## src/rtl/data_memory.sv

```systemverilog
// Word-addressed data memory with a fixed multi-cycle access latency.
// BUSYWAIT stalls the requester from the request cycle through the last ACCESS cycle.
module data_memory #(
    parameter int unsigned LATENCY    = 4,
    parameter int unsigned DEPTH_BITS = 6
) (
    input  logic        CLK,
    input  logic        RESET,
    input  logic        READ,
    input  logic        WRITE,
    input  logic [31:0] ADDRESS,
    input  logic [31:0] WRITEDATA,
    output logic [31:0] READDATA,
    output logic        BUSYWAIT
);

    localparam int unsigned DEPTH    = 1 << DEPTH_BITS;
    localparam logic [3:0]  CNT_LOAD = 4'(LATENCY - 2);

    typedef enum logic [1:0] {
        IDLE,
        ACCESS,
        DONE
    } state_t;

    state_t                state_q, state_d;
    logic [3:0]            cnt_q, cnt_d;
    logic                  wr_q;
    logic [DEPTH_BITS-1:0] idx_q;
    logic [31:0]           wdata_q;
    logic [31:0]           rdata_q;
    logic [31:0]           mem_q [DEPTH];

    logic                  req;
    logic                  commit;
    logic [DEPTH_BITS-1:0] idx;
    logic                  unused_addr;

    assign req    = READ | WRITE;
    assign idx    = ADDRESS[DEPTH_BITS+1:2];
    assign commit = (state_q == ACCESS) && (cnt_q == '0);

    // Byte offset and upper bits are dropped: addresses wrap over the word array.
    assign unused_addr = ^{ADDRESS[31:DEPTH_BITS+2], ADDRESS[1:0]};

    always_comb begin
        state_d = state_q;
        cnt_d   = cnt_q;
        case (state_q)
            IDLE: begin
                if (req) begin
                    state_d = ACCESS;
                    cnt_d   = CNT_LOAD;
                end
            end
            ACCESS: begin
                if (cnt_q == '0) begin
                    state_d = DONE;
                end else begin
                    cnt_d = cnt_q - 4'd1;
                end
            end
            DONE:    state_d = IDLE;
            default: state_d = IDLE;
        endcase
    end

    always_ff @(posedge CLK or posedge RESET) begin
        if (RESET) begin
            state_q <= IDLE;
            cnt_q   <= '0;
        end else begin
            state_q <= state_d;
            cnt_q   <= cnt_d;
        end
    end

    // The request is captured once so input churn during ACCESS cannot alter it.
    always_ff @(posedge CLK or posedge RESET) begin
        if (RESET) begin
            wr_q    <= 1'b0;
            idx_q   <= '0;
            wdata_q <= '0;
        end else if (state_q == IDLE && req) begin
            wr_q    <= WRITE;
            idx_q   <= idx;
            wdata_q <= WRITEDATA;
        end
    end

    always_ff @(posedge CLK or posedge RESET) begin
        if (RESET) begin
            rdata_q <= '0;
            for (int unsigned i = 0; i < DEPTH; i++) begin
                mem_q[i] <= '0;
            end
        end else if (commit) begin
            if (wr_q) begin
                mem_q[idx_q] <= wdata_q;
            end else begin
                rdata_q <= mem_q[idx_q];
            end
        end
    end

    assign BUSYWAIT = (state_q == ACCESS) || (state_q == IDLE && req);
    assign READDATA = rdata_q;

endmodule

```

## config.mk

```make
export PLATFORM = sky130hd
export DESIGN_NAME = data_memory
export DESIGN_NICKNAME = d
export VERILOG_FILES = /design/src/rtl/data_memory.sv
export SDC_FILE = /design/constraint.sdc
export NUM_CORES = 2
export LEC_CHECK = 0
export CAP_MARGIN = 10
export CORE_MARGIN = 1
export CORE_UTILIZATION = 35
export DETAILED_ROUTE_END_ITERATION = 6
export GPL_ROUTABILITY_DRIVEN = 0
export PLACE_DENSITY = 0.45
export RECOVER_POWER = 100
export SLEW_MARGIN = 20
export SYNTH_ARGS = -nofsm -noshare
export SYNTH_HDL_FRONTEND = slang
export SYNTH_SLANG_ARGS = --single-unit
```

## constraint.sdc

```tcl
create_clock -name CLK -period 178.5 [get_ports CLK]
set_input_delay 17.85 -clock CLK [delete_from_list [all_inputs] [get_ports CLK]]
set_output_delay 17.85 -clock CLK [all_outputs]
set_load 0.01 [all_outputs]
```

* Word-level counts from Yosys, hierarchy flattened
Index checks and enable logic that the tools add are counted.
** Cells by class
- Add/sub/neg operators :: 1
- Muxes and demuxes :: 12
- Bitwise gates (word level) :: 3
- Equality and inequality tests :: 4
- Magnitude comparators :: 2
- Reductions and logical operators :: 11
** Operators by type and width (number)
- bitwise mux 2048 bit :: 1
- binary-select mux 32 bit (select 6 bit) :: 1
- demux 32 bit (select 6 bit) :: 1
- 2-to-1 mux 32 bit :: 3
- 2-to-1 mux 4 bit :: 2
- one-hot mux 4 bit (2 select lines) :: 1
- >= comparator 7 bit (second input constant) :: 1
- less-than comparator 7 x 1 -> 1 bit (second input constant) :: 1
- inverter 6 -> 7 bit :: 1
- AND reduction 2 bit :: 3
- logical NOT 4 bit :: 1
- 2-to-1 mux 2 bit :: 2
- inequality test 2 bit (second input constant) :: 2
- one-hot mux 2 bit (2 select lines) :: 1
- subtractor 4 x 1 -> 4 bit (second input constant) :: 1
- logical AND 1 bit :: 3
- AND reduction 3 bit :: 1
- equality test 2 x 1 -> 1 bit (second input constant) :: 1
- logical NOT 2 bit :: 1
- inequality test 2 x 1 -> 1 bit (second input constant) :: 1
- nonzero test 2 bit :: 1
- logical OR 1 bit :: 1
- inverter 1 bit :: 1
- bitwise OR 1 bit :: 1
** Word-level totals
- Word-level logic and storage cells :: 103
- Output and inout bits :: 33
- Input port bits :: 68
- Flip-flop bits (word level) :: 2125

* Longest topological paths before layout
- Word-level depth :: 6
- Mapped depth :: 11
- Mapped depth without buffers :: 8

* Worst setup path before layout
Ideal clock, no wire load.
- Kind :: input port to output port
- From :: input port WRITE
- To :: output port BUSYWAIT
- Stages on the path :: 4
- Slack :: 141.910 ns
- Required time :: 160.650 ns
- Data arrival time :: 18.740 ns
- Path buffers :: 2
- Path through :: o21ai_0 -> clkbuf_1 -> clkbuf_1 -> nand2_1
** Between the ends
- Word-level cells in the longest chain between the ends :: 3
** RTL lines
- from (decl) :: RTL line 10 : input logic WRITE,
- bitwise OR 1 bit :: RTL line 39 : assign req = READ | WRITE;
- logical AND 1 bit :: RTL line 106 : assign BUSYWAIT = (state_q == ACCESS) || (state_q == IDLE && req);
- logical OR 1 bit :: RTL line 106
- to (decl) :: RTL line 14 : output logic BUSYWAIT
Every way passes these cells.

* Worst setup path after layout
- From :: input port READ
- To :: output port BUSYWAIT
** Between the ends
- Word-level cells in the longest chain between the ends :: 3
** RTL lines
- from (decl) :: RTL line 9 : input logic READ,
- bitwise OR 1 bit :: RTL line 39
- logical AND 1 bit :: RTL line 106
- logical OR 1 bit :: RTL line 106
Every way passes these cells.

==> metrics <==
WHS about 0.48 ns; row count 194; EDFF count, synth 0; most numerous cell in the Yosys netlist dfrtp_1; area of the core 280,000 µm²; WP data required roughly 160 ns; Post-synth top flop dfrtp_1; peak supply drop 0.0146 mV; vias in the first global route between 60,000 and 70,000; Clk pwr share 30.8%; drt initial violations 5,343; Tmin final 39.62 ns; Vias/cell just under 6; Initial Util 35.3%; Slew Limit Fails between 4,000 and 5,000; Mapped Cells about 6,900; failing checks max-capacitance violations, max-slew violations; Worst Tran Pin Value just over 9 ns; first-pass GRT wire length 536,000 µm; worst-path fanout max 38; final setup vio count 0; crit share post-route 22.2%; dpl hpwl 212,000 µm; Final TNS setup 0 ns; NetSw 0.000615 W; combinational share of power 31.5%; number of setup buffers added after CTS 0; full die area 284,000 µm²; status finished, violations left; Post-synth ARST share 100%; Seq/Total Area, Yosys a little over half; CTS Root Cell clkbuf_16; Synth area leaders dfrtp_1 (54%), mux2_2 (22%), mux4_2 (2.9%); CTS tree yes; Die Ht 533 µm; Gates resized, CTS repair 0; CTS Buffer Depth 4; DRC 0; Num CTS Buffers 244; syn_nets 6,960; Max Freq 25.2 MHz; worst min path class flop to flop; Worst setup SP type input port; Clock Latency Late Sink about 0.94 ns; final hold vios 0; Buffers on Ports 74; slew margin rel. -505%; wire per inst 35.9 µm; initial antenna violation count 22; Area Growth Syn to Fin 8.89%; area of the mapped netlist 98,800 µm²; # IOs 101; Pleak between 50 and 60 nW; syn avg cell area 14.3 µm²; Synth cell types 77; Yosys top cell area share ~54%; Final #Nets 6,778; clk slew on worst S/H paths 0.06 ns; antenna-violating nets left 0; clk sinks 2,125; internal cell power 0.000971 W; share of cells above drive strength 1 between 30 and 40%; Total GRT Usage 26.7%; Detailed Route WL 381,000 µm; # hold bufs at CTS 0; synth cell count leaders dfrtp_1 (2,125), mux2_2 (1,965), clkbuf_1 (315); MaxCap Viol Count 158; register bit total from synthesis between 2,000 and 2,500; global route overflow 0; Sequential Power Share 37.7%; Yosys top cell by area dfrtp_1; WS Path Type input port to primary output; CP Capture Type primary output; largest net degree at the start of global routing 164; Fin Clk Skew 0.0543 ns; vias between 60,000 and 70,000; chip width 533 µm; CP Data Arrival Time between 20 and 25 ns; drt first pass iters 5; sw frac 38.8%; H-tree Lvls 4; RSZ-0062 raised after global routing false; Syn. warnings 0; Pwr per Cell Area 14.7 nW/µm²
-- placed cells by master (no fill, tap or decap), types with 6 or more instances in the layout --
| master | count |
|---|---|
| dfrtp_1 | 2091 |
| mux2_2 | 1982 |
| mux2_1 | 277 |
| clkbuf_16 | 246 |
| a221oi_1 | 241 |
| nand2_1 | 234 |
| clkbuf_1 | 198 |
| mux2i_1 | 192 |
| nor2_1 | 171 |
| a22oi_1 | 145 |
| mux4_2 | 126 |
| buf_4 | 104 |
| a21oi_1 | 101 |
| o21ai_0 | 98 |
| o22ai_1 | 91 |
| a221o_1 | 56 |
| clkbuf_8 | 54 |
| o2bb2ai_1 | 39 |
| clkdlybuf4s50_1 | 39 |
| dlygate4sd3_1 | 35 |
| a22o_1 | 32 |
| clkinv_2 | 30 |
| dfrtp_2 | 25 |
| a31oi_1 | 23 |
| a222oi_1 | 21 |
| o22a_1 | 21 |
| o221ai_1 | 19 |
| diode_2 | 16 |
| nor2_4 | 16 |
| o211ai_1 | 15 |
| o32a_1 | 12 |
| mux2_4 | 10 |
| a211oi_1 | 10 |
| dfrtp_4 | 9 |
| nand3_1 | 8 |
| nand2b_1 | 6 |
| and3_1 | 6 |
| nor2b_4 | 6 |
| bufinv_16 | 6 |
-- layout make-up --
| cell class | instances | area (µm²) |
|---|---|---|
| Fill cell | 26793 | 173000 |
| Sequential cell | 2125 | 53200 |
| Multi-Input combinational cell | 4034 | 39900 |
| Clock buffer | 385 | 7220 |
| Tap cell | 3724 | 4660 |
| Timing Repair Buffer | 296 | 2050 |
| Clock inverter | 43 | 398 |
| Antenna cell | 16 | 40.0 |
| Inverter | 7 | 38.8 |
-- metrics by stage --
| stage | std cells | cell area, µm² | setup slack, ns | power, W | utilization [%] |
|---|---|---|---|---|---|
| finish | 10630 | 108000 | 138.88 | 0.00159 | 38.4 |
| global placement | 10183 | 101000 | 140.85 | 0.00111 | 36.2 |
| detailed placement | 10183 | 101000 | 140.81 | 0.00111 | 36.2 |
| global route | 10617 | 108000 | 136.04 | 0.00164 | 38.4 |
| CTS | 10611 | 109000 | 140.81 | 0.00160 | 38.9 |
| floorplan | 6890 | 98800 | 100.62 | 0.000887 | - |
-- critical path, cell delays in order --
cell,delay [ns]
dlygate4sd3_1,0.61
o21ai_4,0.13
clkbuf_1,2.36
nand2_1,0.10
dlygate4sd3_1,0.72
-- power by group through the flow --
| stage | clock network, W | registers, W | logic [W] |
|---|---|---|---|
| after global routing | 0.000520 | 0.000606 | 0.000517 |
| after floorplan | 0 | 0.000578 | 0.000309 |
| after global placement | 0 | 0.000602 | 0.000503 |
| after detailed placement | 0 | 0.000605 | 0.000507 |
| after CTS | 0.000500 | 0.000596 | 0.000508 |
| final | 0.000489 | 0.000597 | 0.000500 |
-- logic make-up (layout without fill, tap and decap cells) --
group / Yosys count / after routing / share of synthesized area (%)
compound gates: 960 / 960 / 7.40
buf+inv: 731 / 731 / 4.84
fa+ha+maj: 2 / 2 / 0.0253
other cells: 0 / 16 / 0
flops: 2125 / 2125 / 53.8
simple gates: 483 / 483 / 2.80
mux: 2587 / 2587 / 31.1
xor+xnor: 2 / 2 / 0.0177
-- registers in the layout (all words and copies together) (netlist names) --
name	count
wdata_q	32
wr_q	1
cnt_q	4
READDATA	32
mem_q	2048
state_q	2
idx_q	6
-- worst paths after layout --
| kind | from | end | slack (ns) | cells after the start |
|---|---|---|---|---|
| setup / recovery | READ | BUSYWAIT | 138.88 | 5 |
| hold / removal | mem_q[898]$_DFFE_PP0P_ | mem_q[898]$_DFFE_PP0P_ | 0.48 | 1 |
| setup reg to reg | idx_q[1]$_DFFE_PP0P_ | READDATA[19]$_DFFE_PP0P_ | 164.13 | 8 |
| hold reg to reg | mem_q[898]$_DFFE_PP0P_ | mem_q[898]$_DFFE_PP0P_ | 0.48 | 1 |
| max in group asynchronous | RESET | wdata_q[9]$_DFFE_PP0P_ | 140.14 | 5 |
| min in group asynchronous | RESET | mem_q[1283]$_DFFE_PP0P_ | 18.94 | 2 |
-- metal layers --
| metal | up-vias | global-route usage (%) | part of all wire [%] |
|---|---|---|---|
| li1 | 25121 | - | - |
| met1 | 34315 | 37.5 | 45 |
| met2 | 1843 | 42.5 | 46 |
| met3 | 592 | 3.41 | 5.1 |
| met4 | 6 | 8.91 | 3.7 |
| met5 | - | 0 | 0.011 |
No activity file was read; power rests on OpenSTA's default activity.
